--- src/rtl/ps2_cursor_tracker_if.sv ---
// Packet input from the PS/2 bit receiver plus the FWFT read port of the record FIFO.
// The receiver drives pkt_* and the framebuffer writer drives rd_en. A record is popped on
// a clock edge where rd_en is high and fifo_empty is low. rd_en while empty has no effect.
interface ps2_cursor_tracker_if #(
   parameter int X_W     = 10,
   parameter int Y_W     = 10,
   parameter int COLOR_W = 3,
   parameter int FIFO_AW = 4
);
   localparam int DW = 2 + COLOR_W + X_W + Y_W;

   logic [43:0]      pkt_bits;
   logic             pkt_done;
   logic [5:0]       pkt_nbits;
   logic             rd_en;
   logic [DW-1:0]    rd_data;
   logic             fifo_empty;
   logic             fifo_full;
   logic [FIFO_AW:0] fifo_count;

   modport master (
      output pkt_bits, pkt_done, pkt_nbits, rd_en,
      input  rd_data, fifo_empty, fifo_full, fifo_count
   );

   modport slave (
      input  pkt_bits, pkt_done, pkt_nbits, rd_en,
      output rd_data, fifo_empty, fifo_full, fifo_count
   );
endinterface

--- src/rtl/ps2_cursor_tracker.sv ---
// Validates PS/2 mouse packets, tracks a clamped cursor and optional wheel, and queues
// typed draw records (0 draw, 1 stroke end, 2 right click) in a FWFT FIFO.
module ps2_cursor_tracker #(
   parameter int X_W      = 10,
   parameter int Y_W      = 10,
   parameter int COLOR_W  = 3,
   parameter int FIFO_AW  = 4,
   parameter int WHEEL_EN = 0,
   parameter int DW       = 2 + COLOR_W + X_W + Y_W
) (
   input  logic               CLK,
   input  logic               RST_N,
   ps2_cursor_tracker_if.slave bus,
   input  logic [X_W-1:0]     res_hor,
   input  logic [Y_W-1:0]     res_ver,
   input  logic [COLOR_W-1:0] chosen_color,
   output logic [X_W-1:0]     cursor_x,
   output logic [Y_W-1:0]     cursor_y,
   output logic [7:0]         wheel_pos,
   output logic               init_mouse,
   output logic [2:0]         buttons,
   output logic [7:0]         bad_pkts,
   output logic [7:0]         lost_events,
   output logic [1:0]         state_dbg
);
   typedef enum logic [1:0] {IDLE = 2'd0, APPLY = 2'd1, EMIT = 2'd2} state_t;

   localparam int         NBYTES = (WHEEL_EN != 0) ? 4 : 3;
   localparam logic [5:0] NBITS  = (WHEEL_EN != 0) ? 6'd44 : 6'd33;
   localparam int         XS     = X_W + 2;
   localparam int         YS     = Y_W + 2;

   state_t state, state_nxt;
   logic   done_prev, done_rise, pkt_ok;
   logic   take_pkt, reject_pkt, busy_rise, do_apply, do_emit;
   logic   init_q;

   logic [2:0] btn_q, btn_prev;
   logic       sx_q, sy_q;
   logic [7:0] x_q, y_q;
   logic [3:0] z_q;

   logic [X_W+Y_W-1:0] last_xy;
   logic               unused_bits;

   assign done_rise   = bus.pkt_done & ~done_prev;
   assign state_dbg   = state;
   assign init_mouse  = init_q | ~RST_N;
   assign unused_bits = ^{bus.pkt_bits, z_q};

   // A packet is good only with the expected length, odd parity on every byte and no overflow.
   always_comb begin
      pkt_ok = (bus.pkt_nbits == NBITS) && !bus.pkt_bits[7] && !bus.pkt_bits[8];
      for (int k = 0; k < NBYTES; k++)
         if (bus.pkt_bits[11*k+9] != ~^bus.pkt_bits[11*k+1 +: 8]) pkt_ok = 1'b0;
   end

   always_ff @(posedge CLK) begin
      if (!RST_N) state <= IDLE;
      else        state <= state_nxt;
   end

   always_comb begin
      state_nxt = state;
      case (state)
         IDLE:    if (done_rise && pkt_ok) state_nxt = APPLY;
         APPLY:   state_nxt = EMIT;
         EMIT:    state_nxt = IDLE;
         default: state_nxt = IDLE;
      endcase
   end

   always_comb begin
      take_pkt   = (state == IDLE) && done_rise && pkt_ok;
      reject_pkt = (state == IDLE) && done_rise && !pkt_ok;
      busy_rise  = (state != IDLE) && done_rise;
      do_apply   = (state == APPLY);
      do_emit    = (state == EMIT);
   end

   // Movement arithmetic: signed X_W+2 / Y_W+2 so both underflow and overshoot are visible.
   logic signed [8:0]    dx, dy;
   logic signed [XS-1:0] x_sum, x_max;
   logic signed [YS-1:0] y_sum, y_max;
   logic [X_W-1:0]       nx;
   logic [Y_W-1:0]       ny;
   logic signed [8:0]    w_sum;
   logic [7:0]           w_sat;

   assign dx    = {sx_q, x_q};
   assign dy    = {sy_q, y_q};
   assign x_sum = $signed({2'b00, cursor_x}) + {{(XS-9){dx[8]}}, dx};
   assign y_sum = $signed({2'b00, cursor_y}) - {{(YS-9){dy[8]}}, dy};
   assign x_max = $signed({2'b00, res_hor}) - XS'(1);
   assign y_max = $signed({2'b00, res_ver}) - YS'(1);
   assign w_sum = $signed({wheel_pos[7], wheel_pos}) + $signed({{5{z_q[3]}}, z_q});

   always_comb begin
      if (x_sum[XS-1])       nx = '0;
      else if (x_sum > x_max) nx = x_max[X_W-1:0];
      else                    nx = x_sum[X_W-1:0];
      if (y_sum[YS-1])       ny = '0;
      else if (y_sum > y_max) ny = y_max[Y_W-1:0];
      else                    ny = y_sum[Y_W-1:0];
      case (w_sum[8:7])
         2'b01:   w_sat = 8'h7F;
         2'b10:   w_sat = 8'h80;
         default: w_sat = w_sum[7:0];
      endcase
   end

   // Record selection; right click outranks stroke end, which outranks drawing.
   logic          right_rise, left_fall, left_rise, rec_valid, push, pop, drop;
   logic [1:0]    rec_kind;
   logic [DW-1:0] rec;

   always_comb begin
      right_rise = buttons[1] & ~btn_prev[1];
      left_fall  = ~buttons[0] & btn_prev[0];
      left_rise  = buttons[0] & ~btn_prev[0];
      rec_valid  = right_rise | left_fall |
                   (buttons[0] & (left_rise | ({cursor_x, cursor_y} != last_xy)));
      rec_kind   = right_rise ? 2'd2 : (left_fall ? 2'd1 : 2'd0);
      rec        = {rec_kind, chosen_color, cursor_x, cursor_y};
   end

   logic [DW-1:0]    mem [0:(1<<FIFO_AW)-1];
   logic [FIFO_AW:0] wr_ptr, rd_ptr;

   assign bus.fifo_empty = (wr_ptr == rd_ptr);
   assign bus.fifo_full  = (wr_ptr[FIFO_AW] != rd_ptr[FIFO_AW]) &&
                           (wr_ptr[FIFO_AW-1:0] == rd_ptr[FIFO_AW-1:0]);
   assign bus.fifo_count = wr_ptr - rd_ptr;
   assign bus.rd_data    = mem[rd_ptr[FIFO_AW-1:0]];
   assign pop            = bus.rd_en & ~bus.fifo_empty;
   assign push           = do_emit & rec_valid & (~bus.fifo_full | pop);
   assign drop           = do_emit & rec_valid & bus.fifo_full & ~pop;

   logic [1:0] lost_inc;
   logic [8:0] lost_sum;
   assign lost_inc = {1'b0, drop} + {1'b0, busy_rise};
   assign lost_sum = {1'b0, lost_events} + {7'd0, lost_inc};

   always_ff @(posedge CLK) begin
      if (push) mem[wr_ptr[FIFO_AW-1:0]] <= rec;
      if (take_pkt) begin
         btn_q <= bus.pkt_bits[3:1];
         sx_q  <= bus.pkt_bits[5];
         sy_q  <= bus.pkt_bits[6];
         x_q   <= bus.pkt_bits[19:12];
         y_q   <= bus.pkt_bits[30:23];
         z_q   <= bus.pkt_bits[37:34];
      end
   end

   always_ff @(posedge CLK) begin
      if (!RST_N) begin
         cursor_x    <= res_hor >> 1;
         cursor_y    <= res_ver >> 1;
         wheel_pos   <= '0;
         buttons     <= '0;
         btn_prev    <= '0;
         bad_pkts    <= '0;
         lost_events <= '0;
         wr_ptr      <= '0;
         rd_ptr      <= '0;
         last_xy     <= '1;
         done_prev   <= 1'b1;
         init_q      <= 1'b1;
      end else begin
         done_prev <= bus.pkt_done;
         init_q    <= 1'b0;
         if (reject_pkt && bad_pkts != 8'hFF) bad_pkts <= bad_pkts + 8'd1;
         lost_events <= lost_sum[8] ? 8'hFF : lost_sum[7:0];
         if (do_apply) begin
            cursor_x <= nx;
            cursor_y <= ny;
            btn_prev <= buttons;
            buttons  <= btn_q;
            if (WHEEL_EN != 0) wheel_pos <= w_sat;
         end
         if (push) begin
            wr_ptr  <= wr_ptr + 1'b1;
            last_xy <= {cursor_x, cursor_y};
         end
         if (pop) rd_ptr <= rd_ptr + 1'b1;
      end
   end
endmodule

--- src/flat_wrapper.sv ---
// flat-port wrapper written by rule: the top's interface ports become plain ports
module ps2_cursor_tracker_flat 
#(
   parameter int X_W      = 10,
   parameter int Y_W      = 10,
   parameter int COLOR_W  = 3,
   parameter int FIFO_AW  = 4,
   parameter int WHEEL_EN = 0,
   parameter int DW       = 2 + COLOR_W + X_W + Y_W
)
  (CLK, RST_N, res_hor, res_ver, chosen_color, cursor_x, cursor_y, wheel_pos, init_mouse, buttons, bad_pkts, lost_events, state_dbg, bus_pkt_bits, bus_pkt_done, bus_pkt_nbits, bus_rd_en, bus_rd_data, bus_fifo_empty, bus_fifo_full, bus_fifo_count);
  ps2_cursor_tracker_if #(.X_W(X_W), .Y_W(Y_W), .COLOR_W(COLOR_W), .FIFO_AW(FIFO_AW)) bus_i ();
  input  logic CLK;
  input  logic RST_N;
  input  logic [X_W-1:0] res_hor;
  input  logic [Y_W-1:0] res_ver;
  input  logic [COLOR_W-1:0] chosen_color;
  output logic [X_W-1:0] cursor_x;
  output logic [Y_W-1:0] cursor_y;
  output logic [7:0] wheel_pos;
  output logic init_mouse;
  output logic [2:0] buttons;
  output logic [7:0] bad_pkts;
  output logic [7:0] lost_events;
  output logic [1:0] state_dbg;
  input wire logic [$bits(bus_i.pkt_bits)-1:0] bus_pkt_bits;
  input wire logic [$bits(bus_i.pkt_done)-1:0] bus_pkt_done;
  input wire logic [$bits(bus_i.pkt_nbits)-1:0] bus_pkt_nbits;
  input wire logic [$bits(bus_i.rd_en)-1:0] bus_rd_en;
  output wire logic [$bits(bus_i.rd_data)-1:0] bus_rd_data;
  output wire logic [$bits(bus_i.fifo_empty)-1:0] bus_fifo_empty;
  output wire logic [$bits(bus_i.fifo_full)-1:0] bus_fifo_full;
  output wire logic [$bits(bus_i.fifo_count)-1:0] bus_fifo_count;
  assign bus_i.pkt_bits = bus_pkt_bits;
  assign bus_i.pkt_done = bus_pkt_done;
  assign bus_i.pkt_nbits = bus_pkt_nbits;
  assign bus_i.rd_en = bus_rd_en;
  assign bus_rd_data = bus_i.rd_data;
  assign bus_fifo_empty = bus_i.fifo_empty;
  assign bus_fifo_full = bus_i.fifo_full;
  assign bus_fifo_count = bus_i.fifo_count;
  ps2_cursor_tracker #(.X_W(X_W), .Y_W(Y_W), .COLOR_W(COLOR_W), .FIFO_AW(FIFO_AW), .WHEEL_EN(WHEEL_EN), .DW(DW)) u_core (.CLK(CLK), .RST_N(RST_N), .bus(bus_i), .res_hor(res_hor), .res_ver(res_ver), .chosen_color(chosen_color), .cursor_x(cursor_x), .cursor_y(cursor_y), .wheel_pos(wheel_pos), .init_mouse(init_mouse), .buttons(buttons), .bad_pkts(bad_pkts), .lost_events(lost_events), .state_dbg(state_dbg));
endmodule
--- config.mk ---
export PLATFORM = sky130hd
export DESIGN_NAME = ps2_cursor_tracker_flat
export DESIGN_NICKNAME = d
export VERILOG_FILES = /design/src/rtl/ps2_cursor_tracker_if.sv /design/src/rtl/ps2_cursor_tracker.sv /design/src/flat_wrapper.sv
export SDC_FILE = /design/constraint.sdc
export NUM_CORES = 1
export LEC_CHECK = 0
export CELL_PAD_IN_SITES_DETAIL_PLACEMENT = 1
export CELL_PAD_IN_SITES_GLOBAL_PLACEMENT = 2
export CORE_MARGIN = 2
export CORE_UTILIZATION = 44
export CTS_CLUSTER_SIZE = 28
export DETAILED_ROUTE_END_ITERATION = 10
export GPL_TIMING_DRIVEN = 0
export PLACE_DENSITY = 0.77
export SLEW_MARGIN = 10
export SYNTH_ARGS = -nofsm -noshare
export SYNTH_HDL_FRONTEND = slang
export SYNTH_SLANG_ARGS = --single-unit
--- constraint.sdc ---
create_clock -name CLK -period 4.3 [get_ports CLK]
set_input_delay 0.86 -clock CLK [delete_from_list [all_inputs] [get_ports CLK]]
set_output_delay 0.86 -clock CLK [all_outputs]
set_load 0.02 [all_outputs]
Yosys cells after proc, flatten, opt, wreduce, memory -nomap -nowiden
Memories as Yosys holds them, arrays and structs flattened. A register that Yosys moved wholly into a read port is not among the register bits. Cells that the tools add are included. W data, S select, Z words.

Order comparisons: 2. Bitwise operators: 23. Equal/unequal tests: 13. Multiplexer cells: 21. Add/sub/neg operators: 10. Reduce and logical (&&, ||, !) cells: 17.

Operators by type and width (number): $mux W10 (4); $mux W9 (4); $gt A12 B12 Y1 (2); $reduce_xnor A8 Y1 (3); $sub A10 B1 Y11 const B (2); $ne A20 B20 Y1 (1); $add A11 B9 Y12 (1); $sub A11 B9 Y12 (1); $add A5 B1 Y5 const B (2); $and A1 B1 Y1 (10); $add A8 B2 Y9 (1); $logic_and A1 B1 Y1 (9); $add A8 B1 Y8 const B (1); $mux W4 (2); $mux W8 (1); $ne A8 B8 Y1 const B (1); $not A1 Y1 (8); $mux W1 (7); $eq A6 B6 Y1 const B (1); $eq A5 B5 Y1 (1); $or A1 B1 Y1 (5); $sub A5 B5 Y5 (1); $eq A4 B4 Y1 (1); $mux W2 (2); 9 further kinds (15).

Word-level logic and storage cells: 106. RAM bits: 400. Memories: 1. Register bits: 96. Output and inout port bits: 82.

Memory list: u_core.mem (words 16, bits a word 25, read ports 1, clocked after Yosys merged registers in 1, write ports 1, line ps2_cursor_tracker.sv:127) `logic [DW-1:0] mem [0:(1<<FIFO_AW)-1];`.

Longest topological paths before layout
Gate-level depths: netlist of the first run.

Depth in word-level cells: 11. Depth in mapped cells: 20. Gate-level depth less buffers: 19.

Worst setup path before layout of the first run
OpenSTA, ideal clock, no wires.

Path type: register to register. From: reg u_core.cursor_x[1]. To: mem u_core.mem[11][0] in the netlist's numbering, enable pin. Buffers on the path: 1. Required time: 3.862 ns. Data arrival time: 3.633 ns. Cell stages (with the launch flop): 9. Period minus slack after synthesis: 4.072 ns. Path slack: 0.228 ns. Setup time: 0.438 ns. Path through: edfxtp_1 -> xor2_1 -> nor4_1 -> nand4_1 -> o22ai_1 -> a211oi_1 -> buf_2 -> nand2_1 -> nor3_1.

Word-level cells in the longest chain between the ends: 8.

Ends and longest elaborated chain: start, declared (line ps2_cursor_tracker.sv:17) `output logic [X_W-1:0] cursor_x,`; start signal, assigned (line ps2_cursor_tracker.sv:158) `cursor_x <= res_hor >> 1;`; start signal, assigned (line ps2_cursor_tracker.sv:176) `cursor_x <= nx;`; $ne A20 B20 Y1 (line ps2_cursor_tracker.sv:122) `(buttons[0] & (left_rise | ({cursor_x, cursor_y} != last_xy)));`; $or A1 B1 Y1 (line ps2_cursor_tracker.sv:122); $and A1 B1 Y1 (line ps2_cursor_tracker.sv:122); $or A1 B1 Y1 (line ps2_cursor_tracker.sv:121) `rec_valid = right_rise | left_fall |`; $and A1 B1 Y1 (2 in series) (line ps2_cursor_tracker.sv:136) `assign push = do_emit & rec_valid & (~bus.fifo_full | pop);`; $mux W1 (line ps2_cursor_tracker.sv:145) `if (push) mem[wr_ptr[FIFO_AW-1:0]] <= rec;`; $mux W1 (not written as such) (line ps2_cursor_tracker.sv:145); end, declared (line ps2_cursor_tracker.sv:127).

Every way passes these cells.

==> out/results.txt, run 1 <==
The flow ran to the end, and the final reports show no timing, DRC or antenna violations. The largest fanout on the critical path came out at 10. Highest-utilization routing layer at the global route stage: met2.

The tools report the final count of pins violating max slew as 0. The most common cell after layout, fill and taps aside is sky130_fd_sc_hd__edfxtp_1. The nature of the critical path endpoint is a primary output. Leaving out fill and tap cells, the most frequent cells in the layout are sky130_fd_sc_hd__edfxtp_1 (439), sky130_fd_sc_hd__clkdlybuf4s50_1 (133), sky130_fd_sc_hd__mux4_2 (125), sky130_fd_sc_hd__inv_1 (60), sky130_fd_sc_hd__dfxtp_1 (60). The overall overflow remaining after global route is 0.

From bottom edge to top edge, the die measures 225.9 um. The count of buffers added on input and output ports is 133. Yosys mapped the design onto 60 distinct sky130hd cell types. The length in cells of the worst reg-to-reg path is 18.

For the number of global-route vias before repair, the log shows 13.36k. The worst register-to-register path begins at u_core.cursor_y[0]. Cells with a size suffix above 1 make up 21.94% of the layout. The weighted congestion at the end of routability-driven global placement is 0.7769. In this run the biggest area consumer among cell types represents 60.87% of the synthesized area. Endpoint of the worst register-to-register path: u_core.cursor_y[6]. For the pin with the worst max-slew slack, the measured transition is 1.194 ns. The post-synthesis instance area was 0.02166 mm^2; the maximum number of pins on one net before global-route repair was 26.

First-pass GRT wire length: 84750 um. The maximum number of buffers from clock root to sink is 3, and the number of iterations in the first detailed-routing pass is 5. In this run the static leakage power is 8.907 nW. Number of placed cells counting well taps: 2086.

Counting every instance in the synthesized netlist gives 1264. IR analysis of the VDD net gives a maximum drop of 0.0002862 V. STA puts the critical path data required time at 3.44 ns. The die area is 0.05102 mm^2. For the number of failing hold endpoints at the final stage, the log shows 0. TritonCTS built the clock tree. The tightest slew margin relative to the limit was 20.20%; the largest clock skew in the final design was 0.02220 ns. For this run, design rule violations remaining after detail routing come to 0. The run gives 861 as the DRC marker count from the first detailed-route iteration. For this run, global-route usage on met3 was measured as 4.085%. For the met1 demand-to-capacity share in global routing, the log shows 30.52%. For the setup slack of the critical path after layout, the log shows 0.1142 ns. Yosys printed 0 warnings. The tool flagged a number of max-cap violations equal to 0. After layout, the design draws a total of 0.01064 W. Count of state elements after synthesis: 500. From synthesis to final layout, the design area changed by 22.05%. The minimum clock period was 4.186 ns.

By startpoint and endpoint, the worst setup path is classified as register to primary output. The HPWL after detailed placement was 36120 um; the post-detailed-route via-to-cell ratio was 5.538. The number of core rows is 81. Wires add up to 57360 um.

The final net count came out at 1660. For this design, the sink count on the clock tree is 500. Static timing analysis puts the maximum clock frequency at 238.9 MHz. The run gives 0.04875 mm^2 as the placeable core region. The arrival time of the worst setup path was 3.33 ns.

The worst hold-check path type is register to register. The overall die width came out at 225.9 um. The smallest hold slack was 0.4602 ns; the via count was 12.34k. For this run, asynchronously set or reset flops after synthesis account for 0%. The H-tree was split into 2 levels. Measured on the finished design, the core utilization comes to 54.22%. Before CTS, the worst setup slack after placement is -0.8360 ns. The initial core utilization is 44.43%. For the source-to-sink clock delay at the later pin of the worst-skew pair, the log shows 0.61 ns. Once detail routing completed, the nets flagged for antenna violations numbered 0. Counting flops with a built-in enable in the synthesized netlist gives 439. The logs give 0.29 ns for the internal reg-to-reg setup slack and 23.03% for the total global routing track utilization.

The CTS root buffer was sky130_fd_sc_hd__clkbuf_16. In the finished design, the share of the clock period the worst path needs comes to 97.34%. Leaving out filler cells and counting taps, the final layout contains 2228.

Critical path endpoint: bus_rd_data[11]. The average instance in the mapped netlist occupies 17.13 um^2. The number of buffers created by CTS is 52, and the clock-pin slew on the worst setup and hold paths is 0.06 ns. The total of hold buffers inserted after clock tree synthesis was 0; the final setup violation count was 0. By area the synthesized netlist is led by sky130_fd_sc_hd__edfxtp_1 (61%), sky130_fd_sc_hd__mux4_2 (13%), sky130_fd_sc_hd__dfxtp_1 (5.6%).

In the synthesized netlist the dominant register cell turns out to be sky130_fd_sc_hd__edfxtp_1. Top cell type by total area after synthesis: sky130_fd_sc_hd__edfxtp_1. STA classifies the critical path startpoint as a register. Global routing consumed, on the met2 layer, 39.66% of the routing resources. Power spread over the standard cell area amounts to 402.6 mW/mm^2. Of the synthesized area, sequential elements account for 66.50%. After detailed routing, the average wire length per cell comes to 25.74 um.

Number of antenna violations at the first check in global routing: 0. Pin placement for this block handled 159 I/O pins.
synth_stat cells (3+ instances only):
master                      number
sky130_fd_sc_hd__edfxtp_1      439
sky130_fd_sc_hd__mux4_2        125
sky130_fd_sc_hd__dfxtp_1        61
sky130_fd_sc_hd__inv_1          60
sky130_fd_sc_hd__ha_1           59
sky130_fd_sc_hd__nand2_1        57
sky130_fd_sc_hd__nor2_1         44
sky130_fd_sc_hd__xnor2_1        43
sky130_fd_sc_hd__xor2_1         39
sky130_fd_sc_hd__a21oi_1        35
sky130_fd_sc_hd__mux2i_1        34
sky130_fd_sc_hd__clkbuf_1       26
sky130_fd_sc_hd__and3_1         20
sky130_fd_sc_hd__nand3_1        19
sky130_fd_sc_hd__nand2b_1       15
sky130_fd_sc_hd__nor3_1         15
sky130_fd_sc_hd__o21ai_0        15
sky130_fd_sc_hd__a21o_1         11
sky130_fd_sc_hd__buf_1          11
sky130_fd_sc_hd__nand4_1        10
sky130_fd_sc_hd__nor4_1         10
sky130_fd_sc_hd__and2_1          9
sky130_fd_sc_hd__buf_4           9
sky130_fd_sc_hd__o2bb2ai_1       8
sky130_fd_sc_hd__buf_2           6
sky130_fd_sc_hd__nor2b_1         6
sky130_fd_sc_hd__o22ai_1         6
sky130_fd_sc_hd__o32ai_2         6
sky130_fd_sc_hd__o21a_1          5
sky130_fd_sc_hd__fa_1            4
sky130_fd_sc_hd__o21bai_1        4
sky130_fd_sc_hd__o32ai_1         4
sky130_fd_sc_hd__or3_1           4
sky130_fd_sc_hd__nor3b_1         3
sky130_fd_sc_hd__o31ai_1         3
sky130_fd_sc_hd__xnor3_1         3
sequential cells by signal, summed over array words and instances, names as in the netlist, 3 cells and up, named ones only:
| name | flops |
|---|---|
| u_core.bad_pkts | 8 |
| u_core.btn_q | 3 |
| u_core.buttons | 3 |
| u_core.cursor_x | 10 |
| u_core.cursor_y | 10 |
| u_core.last_xy | 20 |
| u_core.lost_events | 8 |
| u_core.mem | 400 |
| u_core.rd_ptr | 5 |
| u_core.wr_ptr | 5 |
| u_core.x_q | 8 |
| u_core.y_q | 8 |
critical path, cell delays in order (launching register included):
cell	delay (ns)
sky130_fd_sc_hd__dfxtp_2	0.52
sky130_fd_sc_hd__clkdlybuf4s18_2	0.53
sky130_fd_sc_hd__mux4_2	0.59
sky130_fd_sc_hd__mux4_2	0.53
sky130_fd_sc_hd__clkdlybuf4s50_1	0.56
area by class of cell:
class                      instances  area (um^2)
antenna                            1        2.502
buffer                            50        292.8
clock buffer                      61         1365
clock inverter                    36        422.9
fill                            4523        22320
inverter                          61        229.0
multi-input combinational        657         6857
sequential                       500        14410
tap                              664        830.8
timing repair buffer             198         2028
worst min-delay path by stage:
| stage | startpoint | endpoint | slack, ns | cells after the start |
|---|---|---|---|---|
| finish | u_core.btn_prev[1] | u_core.btn_prev[1] | 0.46 | 2 |
| floorplan | u_core.btn_prev[1] | u_core.btn_prev[1] | 0.43 | 2 |
| detailed placement | u_core.btn_prev[1] | u_core.btn_prev[1] | 0.45 | 2 |
| CTS | u_core.btn_prev[1] | u_core.btn_prev[1] | 0.46 | 2 |
| global placement | u_core.btn_prev[1] | u_core.btn_prev[1] | 0.44 | 2 |
| global route | u_core.buttons[2] | u_core.buttons[2] | 0.48 | 2 |
cell families after synthesis:
group,share of synthesized area (%)
buffers and inverters,2.201
other,0.01731
XOR/XNOR,3.628
multiplexers,14.67
AND/OR/NAND/NOR,5.257
adder cells (fa/ha/maj),3.778
flip-flops,66.50
AO/OA/AOI/OAI,3.940
power by group:
group / switching [W] / internal, W / total, W / leakage, nW
sequential: 0.0000245 / 0.00530 / 0.00532 / 4.47
combinational: 0.000355 / 0.000269 / 0.000624 / 3.56
clock: 0.00193 / 0.00277 / 0.00469 / 0.873
per-layer routing:
layer	wire length [um]	up-vias	share of wire, %
met5	0	-	0
li1	-	5482	-
met4	1173	0	2.0
met1	24350	6437	42
met3	3126	76	5.5
met2	28710	344	50
through the flow:
stage | TNS (ns) | instance area, um^2
6_report | 0 | 26430
3_5_place_dp | -11.74 | 24220
5_1_grt | -0.01773 | 26430
2_1_floorplan | 0 | 21680
4_1_cts | 0 | 26260
3_3_place_gp | -135.27 | 23850
what timing repair did:
item	CTS	global route
endpoints found under the hold margin	0	0
pin swaps	0	3
gates resized for setup	37	3
gates cloned	0	1
endpoints found under the setup margin	45	22
buffers inserted	26	20
(Power assumes the default switching activity.)
==> run 2, diff against run 1 <==
- CORE_UTILIZATION: 44 -> 47
- PLACE_DENSITY: 0.77 -> 0.81
- clock period: 4.3 -> 5.3 ns (I/O delays scaled with it)
==> out/results.txt, run 2 (synthesis results as in run 1) <==
The run gives 159 (unchanged) as the count of boundary I/O pins. Final count of pins violating max slew: 0 (unchanged). The net switching fraction of the power is 21.68% (about the same), and the number of global-route vias before repair is 13.16k (-1.5%). The part of the power in combinational logic was 4.6% (-1.3 points); the total length of routed wires was 55730 um (-2.8%). Utilization of the core after routing: 57.25% (+3.0 points). The post-detailed-route via-to-cell ratio came out at 5.782 (+4.4%). Largest clock skew in the final design: 0.03313 ns (+0.01093 ns). The maximum single-stage delay on the critical path came out at 0.94 ns (+0.35 ns).

For the required arrival time at the worst endpoint, the log shows 4.24 ns (+0.80 ns). The tools report the number of failing hold endpoints at the final stage as 0 (unchanged). Subtracting the final worst setup slack from the clock period gives 5.115 ns.

The clock sink count was 500 (unchanged). TritonCTS built the clock tree. The library cell used most frequently in the layout, excluding fill and tap cells, is sky130_fd_sc_hd__edfxtp_1. The post-placement setup slack is 0.1005 ns (+0.9365 ns), and the source-to-sink clock delay at the later pin of the worst-skew pair is 0.61 ns (about the same). The final setup violation count is 0 (unchanged). The tools report the initial core utilization as 47.62% (+3.2 points). Overall die width: 218.7 um (-3.2%).

The flow ran to the end, and the final reports show no timing, DRC or antenna violations. The die area was 0.04781 mm^2 (-6.3%). The flip-flop count of the largest register after layout was 400 (unchanged). Fraction of power consumed by sequential logic: 50.7% (+0.7 points). The tools report the number of iterations in the first detailed-routing pass as 5 (unchanged).

The total of hold buffers inserted after clock tree synthesis came out at 0 (unchanged). The transition time at the pin with the least slew margin came out at 1.186 ns (-0.007786 ns). The tools report the clock share of power as 44.7% (+0.6 points).

For the achievable clock frequency, the log shows 195.5 MHz. Share of cells above drive strength 1: 18.75% (-3.2 points). The cell that appears most often on the critical path is sky130_fd_sc_hd__mux4_2. For the design internal power, the log shows 0.006760 W (-19%).

The maximum VDD drop is 0.0002950 V (+3.1%), and the number of design rule violations left after detail routing is 0 (unchanged). The run gives 0.1855 ns (+0.07131 ns) as the setup slack of the critical path after layout. The logs give 1 (+1) for the number of antenna violations at the first check in global routing and 3 (unchanged) for the maximum number of buffers from clock root to sink. The logs give 0 (unchanged) for the overall overflow remaining after global route and 8.655 nW (-2.8%) for the leakage power summed over all cells. The worst hold-check path type is register to register. The tools report the number of core rows as 78 (-3.7%).

The count of nets left with antenna violations after detail routing is 0 (unchanged). The DRC marker count from the first detailed-route iteration is 936 (+8.7%), and the maximum number of pins on one net before global-route repair is 26 (unchanged). The critical path is of the register to primary output type. Count of inserted antenna diode cells: 0 (-1). In the layout the commonest cells are sky130_fd_sc_hd__edfxtp_1 (439), sky130_fd_sc_hd__clkdlybuf4s50_1 (133), sky130_fd_sc_hd__mux4_2 (125), sky130_fd_sc_hd__dfxtp_1 (61), sky130_fd_sc_hd__inv_1 (60). The number of buffers created by CTS is 53 (+1.9%), and the clock-pin slew on the worst setup and hold paths is 0.06 ns (about the same). The type of element launching the critical path was a register. The first-pass GRT wire length is 83120 um (-1.9%). The signal on the critical path passes through clkbuf_1 -> clkdlybuf4s15_1 -> mux4_2 -> mux4_2 -> clkdlybuf4s50_1. Setup repair after global routing left no endpoint under its margin. The largest fanout on the critical path was 10 (unchanged); the weighted congestion at the end of routability-driven global placement was 0.8086 (+4.1%). For this design, the slowest cell found on the critical path is sky130_fd_sc_hd__clkdlybuf4s15_1. For the arrival time of the worst setup path, the log shows 4.05 ns (+0.72 ns).

The HPWL after detailed placement is 36570 um (+1.2%), and the number of H-tree branching levels is 2 (unchanged). The tightest slew margin relative to the limit was 20.72% (+0.52 points). The total global routing track utilization was 23.90% (+0.87 points); the length in cells of the worst reg-to-reg path was 20 (+2). The final clock period utilization by the worst path was 96.50%. The detail-routed net length per standard cell was 26.29 um (+2.1%). For the number of fill cells in the layout, the log shows 4229 (-6.5%).

The CTS root buffer was sky130_fd_sc_hd__clkbuf_16. The net load switching power was 0.001871 W (-19%). The number of buffer cells added on primary ports came out at 133 (unchanged). The tools report the post-route total power as 0.008630 W (-19%). The placeable core region is 0.04548 mm^2 (-6.7%).

The layout overhead on the synthesized area is 20.23%, and the via count is 12.26k (-0.66%). Power density over the cells: 331.4 mW/mm^2 (-18%). The number of instances on the worst hold path is 2 (unchanged), and the number of violations of the max-capacitance limit is 0 (unchanged). The nature of the critical path endpoint is a primary output. The vertical extent of the die was 218.7 um (-3.2%).

The tools report the final net count as 1619 (-2.5%).
-- run 2: area by class of cell --
type,count,area (um^2),share of cell area (%)
flip-flops and latches,500,14400,55.32
plain buffers,53,262.8,1.009
inverters,61,229.0,0.8793
well taps,600,750.7,2.883
repair buffers,153,1720,6.607
clock inverters,35,402.9,1.547
multi-input cells,657,6850,26.31
clock buffers,61,1419,5.449
-- run 2: repair_timing --
item,CTS,global route
resized for setup,0,7
endpoints found under the hold margin,0,0
buffers inserted,0,1
endpoints found under the setup margin,0,15
-- run 2: power groups by stage --
stage / combinational (W) / sequential [W] / clock [W]
2_1_floorplan: 0.000228 / 0.00443 / 0
3_3_place_gp: 0.000388 / 0.00445 / 0
3_5_place_dp: 0.000394 / 0.00446 / 0
4_1_cts: 0.000397 / 0.00438 / 0.00392
5_1_grt: 0.000438 / 0.00438 / 0.00406
6_report: 0.000398 / 0.00437 / 0.00386
-- run 2: path summary, 6_finish.rpt --
| check | startpoint | to | slack, ns |
|---|---|---|---|
| setup / recovery | register | bus_rd_data[15] | 0.19 |
| hold reg to reg | u_core.btn_prev[1] | u_core.btn_prev[1] | 0.45 |
| setup reg to reg | u_core.cursor_y[0] | u_core.cursor_y[9] | 0.51 |
| hold / removal | u_core.btn_prev[1] | u_core.btn_prev[1] | 0.45 |
-- run 2: worst max-delay path: cells and delay by family, from the launching register on --
| family | cells | cell delay [ns] |
|---|---|---|
| flops | 1 | 0.31 |
| buf+inv | 3 | 2.03 |
| mux | 2 | 1.10 |
-- run 2: metrics by stage --
step                TNS [ns]  hold WS, ns  instance area (um^2)  instances
floorplan                  0       0.4312                 21680       1271
global placement      -71.93       0.4366                 23770       2004
detailed placement         0       0.4442                 24180       2022
CTS                        0       0.4532                 26000       2118
global route               0       0.4866                 26040       2120
finish                     0       0.4508                 26040       2120
-- run 2: layer usage --
layer	vias to the layer above	part of all wire [%]	global-route usage [%]
met3	69	5.9	4.913
met2	349	50	40.53
met5	-	0.023	0
met1	6451	42	31.95
met4	2	1.8	5.225
li1	5387	-	-
==> run 3, diff against run 2 <==
- ABC_CLOCK_PERIOD_IN_PS: default -> 5300
==> results of run 3 <==
Same layout as run 2: the final DEF is identical, and so are final timing and power.
